$ cat config.mk
export PLATFORM = sky130hd
export DESIGN_NAME = uart_rx
export DESIGN_NICKNAME = d
export VERILOG_FILES = /design/src/rtl/uart_rx.sv
export SDC_FILE = /design/constraint.sdc
export NUM_CORES = 1
export LEC_CHECK = 0
export CORE_ASPECT_RATIO = 2
export CORE_MARGIN = 2
export CORE_UTILIZATION = 45
export CTS_CLUSTER_DIAMETER = 40
export DETAILED_ROUTE_END_ITERATION = 10
export PLACE_DENSITY = 0.64
export SLEW_MARGIN = 25
export SYNTH_ARGS = -nofsm -noshare
export SYNTH_HDL_FRONTEND = slang
export SYNTH_SLANG_ARGS = --single-unit
$ cat constraint.sdc
create_clock -name clk -period 3.3 [get_ports clk]
set_input_delay 0.66 -clock clk [delete_from_list [all_inputs] [get_ports clk]]
set_output_delay 0.66 -clock clk [all_outputs]
set_load 0.005 [all_outputs]
$ cat src/rtl/uart_rx.sv
// rtl/uart_rx.sv - 8N1 UART receiver with mid-bit sampling and framing-error detection.
// Optional UART_RX_MAJORITY_EN: 3-sample majority vote at each decision edge.
module uart_rx #(
  parameter int CLKS_PER_BIT = 16
) (
  input  logic       clk,
  input  logic       reset_n,
  input  logic       rx,
  output logic [7:0] data,
  output logic       data_valid,
  output logic       frame_err,
  output logic       busy
);

  localparam int CW = $clog2(CLKS_PER_BIT);
  localparam logic [CW-1:0] HALF_M1 = CW'(CLKS_PER_BIT / 2 - 1);
  localparam logic [CW-1:0] FULL_M1 = CW'(CLKS_PER_BIT - 1);

  typedef enum logic [2:0] {
    ST_IDLE,
    ST_START,
    ST_DATA,
    ST_STOP,
    ST_BREAK
  } state_t;

  state_t          state;
  logic [CW-1:0]   cnt;
  logic [2:0]      bit_idx;
  logic [7:0]      shreg;
  logic [1:0]      sync_q;
  logic            rx_s;
  logic            sample;

  // Two-flop synchronizer; reset to the idle-high line level.
  always_ff @(posedge clk or negedge reset_n) begin
    if (!reset_n) begin
      sync_q <= 2'b11;
    end else begin
      sync_q <= {sync_q[0], rx};
    end
  end

  assign rx_s = sync_q[1];

`ifdef UART_RX_MAJORITY_EN
  logic [1:0] hist;

  always_ff @(posedge clk or negedge reset_n) begin
    if (!reset_n) begin
      hist <= 2'b11;
    end else begin
      hist <= {hist[0], rx_s};
    end
  end

  // Majority of the three synchronized samples ending at the decision edge.
  assign sample = (rx_s & hist[0]) | (rx_s & hist[1]) | (hist[0] & hist[1]);
`else
  assign sample = rx_s;
`endif

  always_ff @(posedge clk or negedge reset_n) begin
    if (!reset_n) begin
      state      <= ST_IDLE;
      cnt        <= '0;
      bit_idx    <= '0;
      shreg      <= '0;
      data       <= '0;
      data_valid <= 1'b0;
      frame_err  <= 1'b0;
      busy       <= 1'b0;
    end else begin
      data_valid <= 1'b0;
      frame_err  <= 1'b0;
      case (state)
        ST_IDLE: begin
          cnt <= '0;
          if (!rx_s) begin
            state <= ST_START;
            busy  <= 1'b1;
          end
        end
        ST_START: begin
          if (cnt == HALF_M1) begin
            cnt <= '0;
            if (!sample) begin
              state   <= ST_DATA;
              bit_idx <= '0;
            end else begin
              state <= ST_IDLE;
              busy  <= 1'b0;
            end
          end else begin
            cnt <= cnt + 1'b1;
          end
        end
        ST_DATA: begin
          if (cnt == FULL_M1) begin
            cnt   <= '0;
            shreg <= {sample, shreg[7:1]};
            if (bit_idx == 3'd7) begin
              state <= ST_STOP;
            end else begin
              bit_idx <= bit_idx + 3'd1;
            end
          end else begin
            cnt <= cnt + 1'b1;
          end
        end
        ST_STOP: begin
          if (cnt == FULL_M1) begin
            cnt <= '0;
            if (sample) begin
              data       <= shreg;
              data_valid <= 1'b1;
              state      <= ST_IDLE;
              busy       <= 1'b0;
            end else begin
              frame_err <= 1'b1;
              state     <= ST_BREAK;
            end
          end else begin
            cnt <= cnt + 1'b1;
          end
        end
        ST_BREAK: begin
          // A held-low line stays here so it reports only the one framing error.
          cnt <= '0;
          if (rx_s) begin
            state <= ST_IDLE;
            busy  <= 1'b0;
          end
        end
        default: begin
          state <= ST_IDLE;
          cnt   <= '0;
          busy  <= 1'b0;
        end
      endcase
    end
  end

endmodule
# [Word level (Yosys, flattened, before mapping)]
# Index checks and enable logic that the tools add are counted.
[op_classes] add_sub_neg=2 eq_ne=15 n_mux=28 reduce_logical=8 bitwise_logic=1
[ops] op="3-bit 2-to-1 mux" count=11
[ops] op="2-bit != test (second input constant)" count=8
[ops] op="3-bit one-hot mux with 5 select lines" count=1
[ops] op="1-bit 2-to-1 mux" count=10
[ops] op="4-bit 2-to-1 mux" count=2
[ops] op="4-bit one-hot mux with 2 select lines" count=1
[ops] op="3-bit by 2-bit equality test with 1-bit output (second input constant)" count=2
[ops] op="3-bit equality test (second input constant)" count=2
[ops] op="3-bit one-hot mux with 2 select lines" count=1
[ops] op="6-bit AND reduction" count=1
[ops] op="1-bit one-hot mux with 5 select lines" count=1
[ops] op="5-bit AND reduction" count=1
[ops] op="4-bit by 1-bit adder with 4-bit output (second input constant)" count=1
[ops] op="4-bit by 3-bit equality test with 1-bit output (second input constant)" count=1
[ops] op="4-bit equality test (second input constant)" count=1
[ops] op="4-bit AND reduction" count=1
[ops] op="3-bit by 1-bit adder with 3-bit output (second input constant)" count=1
[ops] op="3-bit by 1-bit equality test with 1-bit output (second input constant)" count=1
[ops] op="3-bit zero test" count=1
[ops] op="3-bit AND reduction" count=1
[ops] op="2-bit 2-to-1 mux" count=1
[ops] op="2-bit AND reduction" count=1
[ops] op="2-bit nonzero test" count=1
[ops] op="2-bit OR reduction" count=1
[ops] op="1-bit NOT" count=1
[totals] register_bits=31 output_inout_bits=11 inputBits=3 word_cells=63

# [Longest topological paths before layout]
# Gate-level depths: netlist of the first run.
[depth] word_depth=4 ltp_mapped=5 ltp_nobuf=5

# [Worst setup path before layout of the first run]
# No wires, ideal clock.
[synth_timing] path_type="register to register" from="reg cnt[0]" to="reg shreg[0]" n_path_buf=0 path_slack_ns=1.630 required_ns=3.175 path_stages_with_launch=5 arrival_ns=1.545 synth_period_minus_slack_ns=1.670 setup_ns=0.125 path_cell_list="dfrtp_1 -> ha_1 -> nand4_2 -> nor3_2 -> mux2_2"
[synth_via] elab_chain_cells=2
[synth_lines] item="start: declaration" line_no="28" text="logic [CW-1:0] cnt;"
[synth_lines] item="start signal: assignment" line_no="95" text="cnt <= cnt + 1'b1;"
[synth_lines] item="start signal: assignment" line_no="108" text="cnt <= cnt + 1'b1;"
[synth_lines] item="start signal: assignment" line_no="124" text="cnt <= cnt + 1'b1;"
[synth_lines] item="4-bit equality test" line_no="99" text="if (cnt == FULL_M1) begin"
[synth_lines] item="2-bit AND reduction (no source line)"
[synth_lines] item="end signal: assignment" line_no="101" text="shreg <= {sample, shreg[7:1]};"
[synth_lines] item="end: declaration" line_no="30" text="logic [7:0] shreg;"
# No other way between the ends.
# A chain may end at the register's enable or synchronous reset.

# [Final worst setup path of the first run]
[layout_timing] from="reg state[0]" to="reg data[6]"
[layout_via] elab_chain_cells=2
[layout_lines] item="start: declaration" line_no="27" text="state_t state;"
[layout_lines] item="start signal: assignment" line_no="65" text="state <= ST_IDLE;"
[layout_lines] item="start signal: assignment" line_no="80" text="state <= ST_START;"
[layout_lines] item="start signal: assignment" line_no="88" text="state <= ST_DATA;"
[layout_lines] item="3-bit by 2-bit equality test with 1-bit output" line_no="76" text="case (state)"
[layout_lines] item="3-bit AND reduction (no source line)"
[layout_lines] item="end signal: assignment" line_no="115" text="data <= shreg;"
[layout_lines] item="end: declaration" line_no="9" text="output logic [7:0] data,"
# No other way between the ends.

==> metrics.cfg, run 1 <==
[global_routing]
grtUsageTotal = 0.173
grt_pass1_vias = 905
gr-usage-met3 = 0.0444
grt_max_degree = 32
top_usage_layer = met2
grtUsageMet1 = 0.168
grtUsageMet2 = 0.314
overflow = 0
antenna_found_initial = 0
grt_pass1_wl_um = 4220

[synthesis]
ys.flop_type = dfrtp_1
synth_cells = 98
ys_top_cells_by_area = dfrtp_1, mux2_2, dfstp_2
yosysWarningCount = 0
yosysUniqueCellTypes = 33
post_synth.cell_area_avg_um2 = 13.6
synthesis.area_um2 = 1340
syn_nets = 104
ys_async_sr_fraction = 1.00
synth_seq_area_share = 0.583
yosys.area.top_type_share = 0.544
synth-edff-count = 0
synth_seq_cells = 31
synth_area_leader_cell = dfrtp_1

[clock_network]
cts_tree = done
post_cts_buffers = 0
clk_pin_slew_worst_paths_ps = 60
clock_sinks = 31
clk_latency_ps = 280
cts_root_buf = clkbuf_8
numCtsBuffers = 5
h-tree-depth = 2
cts-hold-fix-buffers = 0
cts_resized = 0
clockBufferDepth = 2

[final_layout]
most-common-layout-cells = dfrtp_1, mux2_2, clkdlybuf4s50_1, clkbuf_8, nand3_1
layout_commonest_cell = dfrtp_1
drive_gt1_frac = 0.270
num-fill-cells = 249
final_nets = 120
seq_area_um2 = 778
multi_input_area_um2 = 520
antenna_cells = 0
stdcell_count = 145
area_delta_synth_final_pct = 20.1

[timing]
finalSetupTns_ps = 0
fmax_mhz = 514
fin_crit_sh = 0.589
max_slew_margin = 0.556
fin_hold_ws_ps = 352
worstMarginPinSlew_ps = 660
slew_violations = 0
clock_skew_ps = 3.85
rsz0062_at_grt = false
setup_viol = 0
min_period_ps = 1940
hold_viol = 0

[setup_path]
crit_family = simple AND/OR/NAND/NOR gates
critPathSlowestCell = nor4_4
start_kind = flip-flop
critPathMaxFanout = 13
r2r-start = state[0]
slowest_delay_ps = 660
required_ps = 3460
cp_cell_sequence = inv_1 > nor4_4 > mux2_2
critPathArrivalTime_ps = 2110
crit_start = state[0]
crit_type = flip-flop to flip-flop
crit_buf_inv = 1
cp-end-kind = flip-flop

[worst_hold_path]
hold_class = flip-flop to flip-flop
min-delay-start = sync_q[0]

[floorplan]
die_h_um = 81.0
core_um2 = 2910
ioPinCount = 14
dieArea_um2 = 3440
die_x_um = 42.5
initial_core_util = 0.459
rows = 28

[pwr]
p_leak_nw = 0.730
p_int_uw = 791
power.switching_uw = 324
finalPower_mw = 1.12
p_comb_frac = 0.187
peakVddDrop_uv = 469
pwr-share-clk = 0.340
p_sw_frac = 0.291
powerDensity_nw_per_um2 = 696
pwr-share-seq = 0.473

[drt]
dr.pass1.iters = 4
drcViolationCount = 0
routedWlPerCell_um = 17.2
vias = 821
antenna_left = 0
vias_per_cell = 5.66
drt-initial-drc-count = 25
postRouteWirelength_um = 2490

[placement]
place_hpwl_um = 1830
io_buffers = 13
gp_congestion = 0.796
dp_cells = 137

[run]
drv_cap = 0

[run_status]
status = complete, no violations

[flip-flops by register name (all words and copies together), names as in the netlist]
signal	flops
data	8
shreg	8
cnt	4
bit_idx	3
state	3
sync_q	2
busy	1
data_valid	1
frame_err	1
[power by group through the flow]
| stage | sequential, mW | clock, mW | combinational (mW) |
|---|---|---|---|
| CTS | 0.528 | 0.390 | 0.213 |
| finish | 0.528 | 0.379 | 0.209 |
| detailed placement | 0.535 | 0 | 0.212 |
| global route | 0.541 | 0.405 | 0.234 |
| global placement | 0.527 | 0 | 0.208 |
| floorplan | 0.467 | 0 | 0.218 |
[worst paths after layout]
path                               to  slack, ps  depth (start not counted)
max reg2reg                   data[6]       1360                          3
max                           data[6]       1360                          3
min in group asynchronous  data_valid        760                          2
min reg2reg                 sync_q[1]        350                          0
max in group asynchronous   sync_q[0]       2230                          2
min                         sync_q[1]        350                          0
[area by class of cell]
type                       count  area share
clock inverter                 2      0.0219
clock buffer                   6      0.0515
timing repair buffer          14      0.0859
sequential                    31       0.486
multi-input combinational     59       0.325
tap                           30      0.0234
inverter                       3     0.00703
[metal layers]
metal | up-vias | share of wire
met3 | 4 | 0.033
met4 | 0 | 0.028
met2 | 15 | 0.58
met1 | 411 | 0.36
met5 | - | 0
li1 | 391 | -
[logic make-up (layout without fill, tap and decap cells)]
family	count (synthesis)	in the layout	share of synthesized area
flip-flops	31	31	0.583
AND/OR/NAND/NOR	22	22	0.120
multiplexers	17	17	0.143
AO/OA/AOI/OAI	13	13	0.0712
buffers and inverters	8	25	0.0272
adder cells (fa/ha/maj)	4	4	0.0356
XOR/XNOR	3	3	0.0197
[per-stage QoR]
step / worst slack [ps] / util / cell area (µm²)
5_1_grt: 1200 / 0.551 / 1600
2_1_floorplan: 1630 / - / 1340
4_1_cts: 1330 / 0.551 / 1600
6_report: 1360 / 0.551 / 1600
3_5_place_dp: 1330 / 0.511 / 1490
3_3_place_gp: 1420 / 0.511 / 1490
[cell usage after synthesis (all sizes together), types with 2 or more instances]
cell	number
nor3	2
nor2	3
buf	5
nor4	2
ha	3
a21oi	3
xnor2	2
inv	3
mux2	17
nor3b	3
dfstp	2
dfrtp	29
a311oi	2
nand3	4
a22o	2
No activity file was read; power rests on OpenSTA's default activity.
==> run 2: changes to the inputs <==
--- a/config.mk
+++ b/config.mk
@@ -10,7 +10,7 @@
 export CORE_UTILIZATION = 45
 export CTS_CLUSTER_DIAMETER = 40
 export DETAILED_ROUTE_END_ITERATION = 10
-export PLACE_DENSITY = 0.64
+export PLACE_DENSITY = 0.66
 export SLEW_MARGIN = 25
 export SYNTH_ARGS = -nofsm -noshare
 export SYNTH_HDL_FRONTEND = slang
==> constraint.sdc (replaced) <==
create_clock -name clk -period 1.7 [get_ports clk]
set_input_delay 0.34 -clock clk [delete_from_list [all_inputs] [get_ports clk]]
set_output_delay 0.34 -clock clk [all_outputs]
set_load 0.005 [all_outputs]
==> metrics.cfg, run 2 (synthesized netlist as in run 1, its figures left out) <==
[placement]
pre_cts_ws_ps = 47.0
place_hpwl_um = 1720
dp_cells = 146
gp_congestion = 0.839
io_buffers = 13
postPlaceCellArea_um2 = 1550

[pwr]
p_leak_nw = 0.767
peakVddDrop_uv = 951
powerDensity_nw_per_um2 = 1310

[floorplan]
rows = 28
ioPinCount = 14
die_h_um = 81.0
die_x_um = 42.5
initial_core_util = 0.459
dieArea_um2 = 3440
core_um2 = 2910

[run_status]
status = complete, no violations

[timing]
fin_hold_ws_ps = 354
fmax_mhz = 619
max_slew_margin = 0.741
hold_viol = 0
setup_viol = 0
clock_skew_ps = 10.5
slew_violations = 0
min_period_ps = 1620
worst_slack_ps = 84.1
worstMarginPinSlew_ps = 389
fin_crit_sh = 0.951

[final_layout]
final_area_um2 = 1670
num-fill-cells = 252
drive_gt1_frac = 0.339
final_nets = 129
antenna_cells = 0
seq_area_um2 = 778
reg.largest.list = data x8, shreg x8, cnt x4
layout_commonest_cell = dfrtp_1
most-common-layout-cells = dfrtp_1, mux2_2, clkdlybuf4s50_1, buf_4, clkbuf_8
area_delta_synth_final_pct = 24.8
stdcell_count = 154
multi_input_area_um2 = 534

[drt]
drt-initial-drc-count = 4
drcViolationCount = 0
postRouteWirelength_um = 2500
antenna_left = 0
dr.pass1.iters = 4
routedWlPerCell_um = 16.2
vias_per_cell = 5.65
vias = 870

[global_routing]
grt_pass1_wl_um = 4110
grtUsageTotal = 0.162
grt_max_degree = 32
grt_pass1_vias = 908
overflow = 0
antenna_found_initial = 0

[setup_path]
start_kind = flip-flop
critPathSlowestCell = dfrtp_1
crit_type = flip-flop to flip-flop
critPathMaxFanout = 3
slowest_delay_ps = 390
cpMostUsedCell = ha_1
cp_cell_sequence = ha_1 > ha_1 > nor3b_2 > o2111ai_2 > mux2_2
required_ps = 1860
cp-end-kind = flip-flop
critPathArrivalTime_ps = 1780

[clock_network]
clock_sinks = 31
h-tree-depth = 2
clk_latency_ps = 290
numCtsBuffers = 5
cts_root_buf = clkbuf_8
cts_tree = done
clockBufferDepth = 2
cts-hold-fix-buffers = 0
clk_pin_slew_worst_paths_ps = 60

[worst_hold_path]
hold_class = flip-flop to flip-flop

[run]
drv_cap = 0

-- run 2: path summary, 6_finish.rpt --
kind / startpoint / end / slack (ps) / cells past startpoint
min: sync_q[0] / sync_q[1] / 350 / 0
min reg2reg: sync_q[0] / sync_q[1] / 350 / 0
min in group asynchronous: reset_n / cnt[3] / 440 / 2
max reg2reg: bit_idx[0] / bit_idx[0] / 80 / 5
max: bit_idx[0] / bit_idx[0] / 80 / 5
max in group asynchronous: reset_n / sync_q[1] / 930 / 2
-- run 2: through the flow --
step / TNS (ps) / util / power [mW]
finish: 0 / 0.573 / 2.18
global route: -31.0 / 0.573 / 2.32
CTS: 0 / 0.568 / 2.17
detailed placement: 0 / 0.534 / 1.54
global placement: 0 / 0.534 / 1.51
floorplan: 0 / - / 1.33
-- run 2: cell type report --
type | count | area share
Inverter | 3 | 0.00676
Timing Repair Buffer | 23 | 0.123
Sequential cell | 31 | 0.467
Multi-Input combinational cell | 59 | 0.321
Clock buffer | 8 | 0.0601
Tap cell | 30 | 0.0225
-- run 2: layer usage --
| layer | vias up | track usage | share of wire | wire, µm |
|---|---|---|---|---|
| met5 | - | 0 | 0 | 0 |
| met4 | 0 | 0.0750 | 0.015 | 38 |
| met3 | 3 | 0.0556 | 0.036 | 91 |
| met2 | 18 | 0.288 | 0.56 | 1390 |
| met1 | 444 | 0.169 | 0.39 | 977 |
| li1 | 405 | - | - | - |
-- run 2: timing repair --
action / 4_1_cts / 5_1_grt
hold endpoints to repair: 0 / 0
gates resized for setup: 0 / 3
setup buffers: 0 / 0
endpoints found under the setup margin: 0 / 4
-- run 2: critical path: cells and delay by family (launching register included) --
| family | cells | cell delay [ps] |
|---|---|---|
| AO/OA/AOI/OAI | 1 | 180 |
| adder cells (fa/ha/maj) | 2 | 410 |
| flip-flops | 1 | 390 |
| multiplexers | 1 | 290 |
| AND/OR/NAND/NOR | 1 | 220 |
-- run 2: power by group --
part	internal, mW	total, mW	switching [mW]
registers	0.844	0.948	0.104
clock network	0.369	0.632	0.263
logic	0.297	0.599	0.302
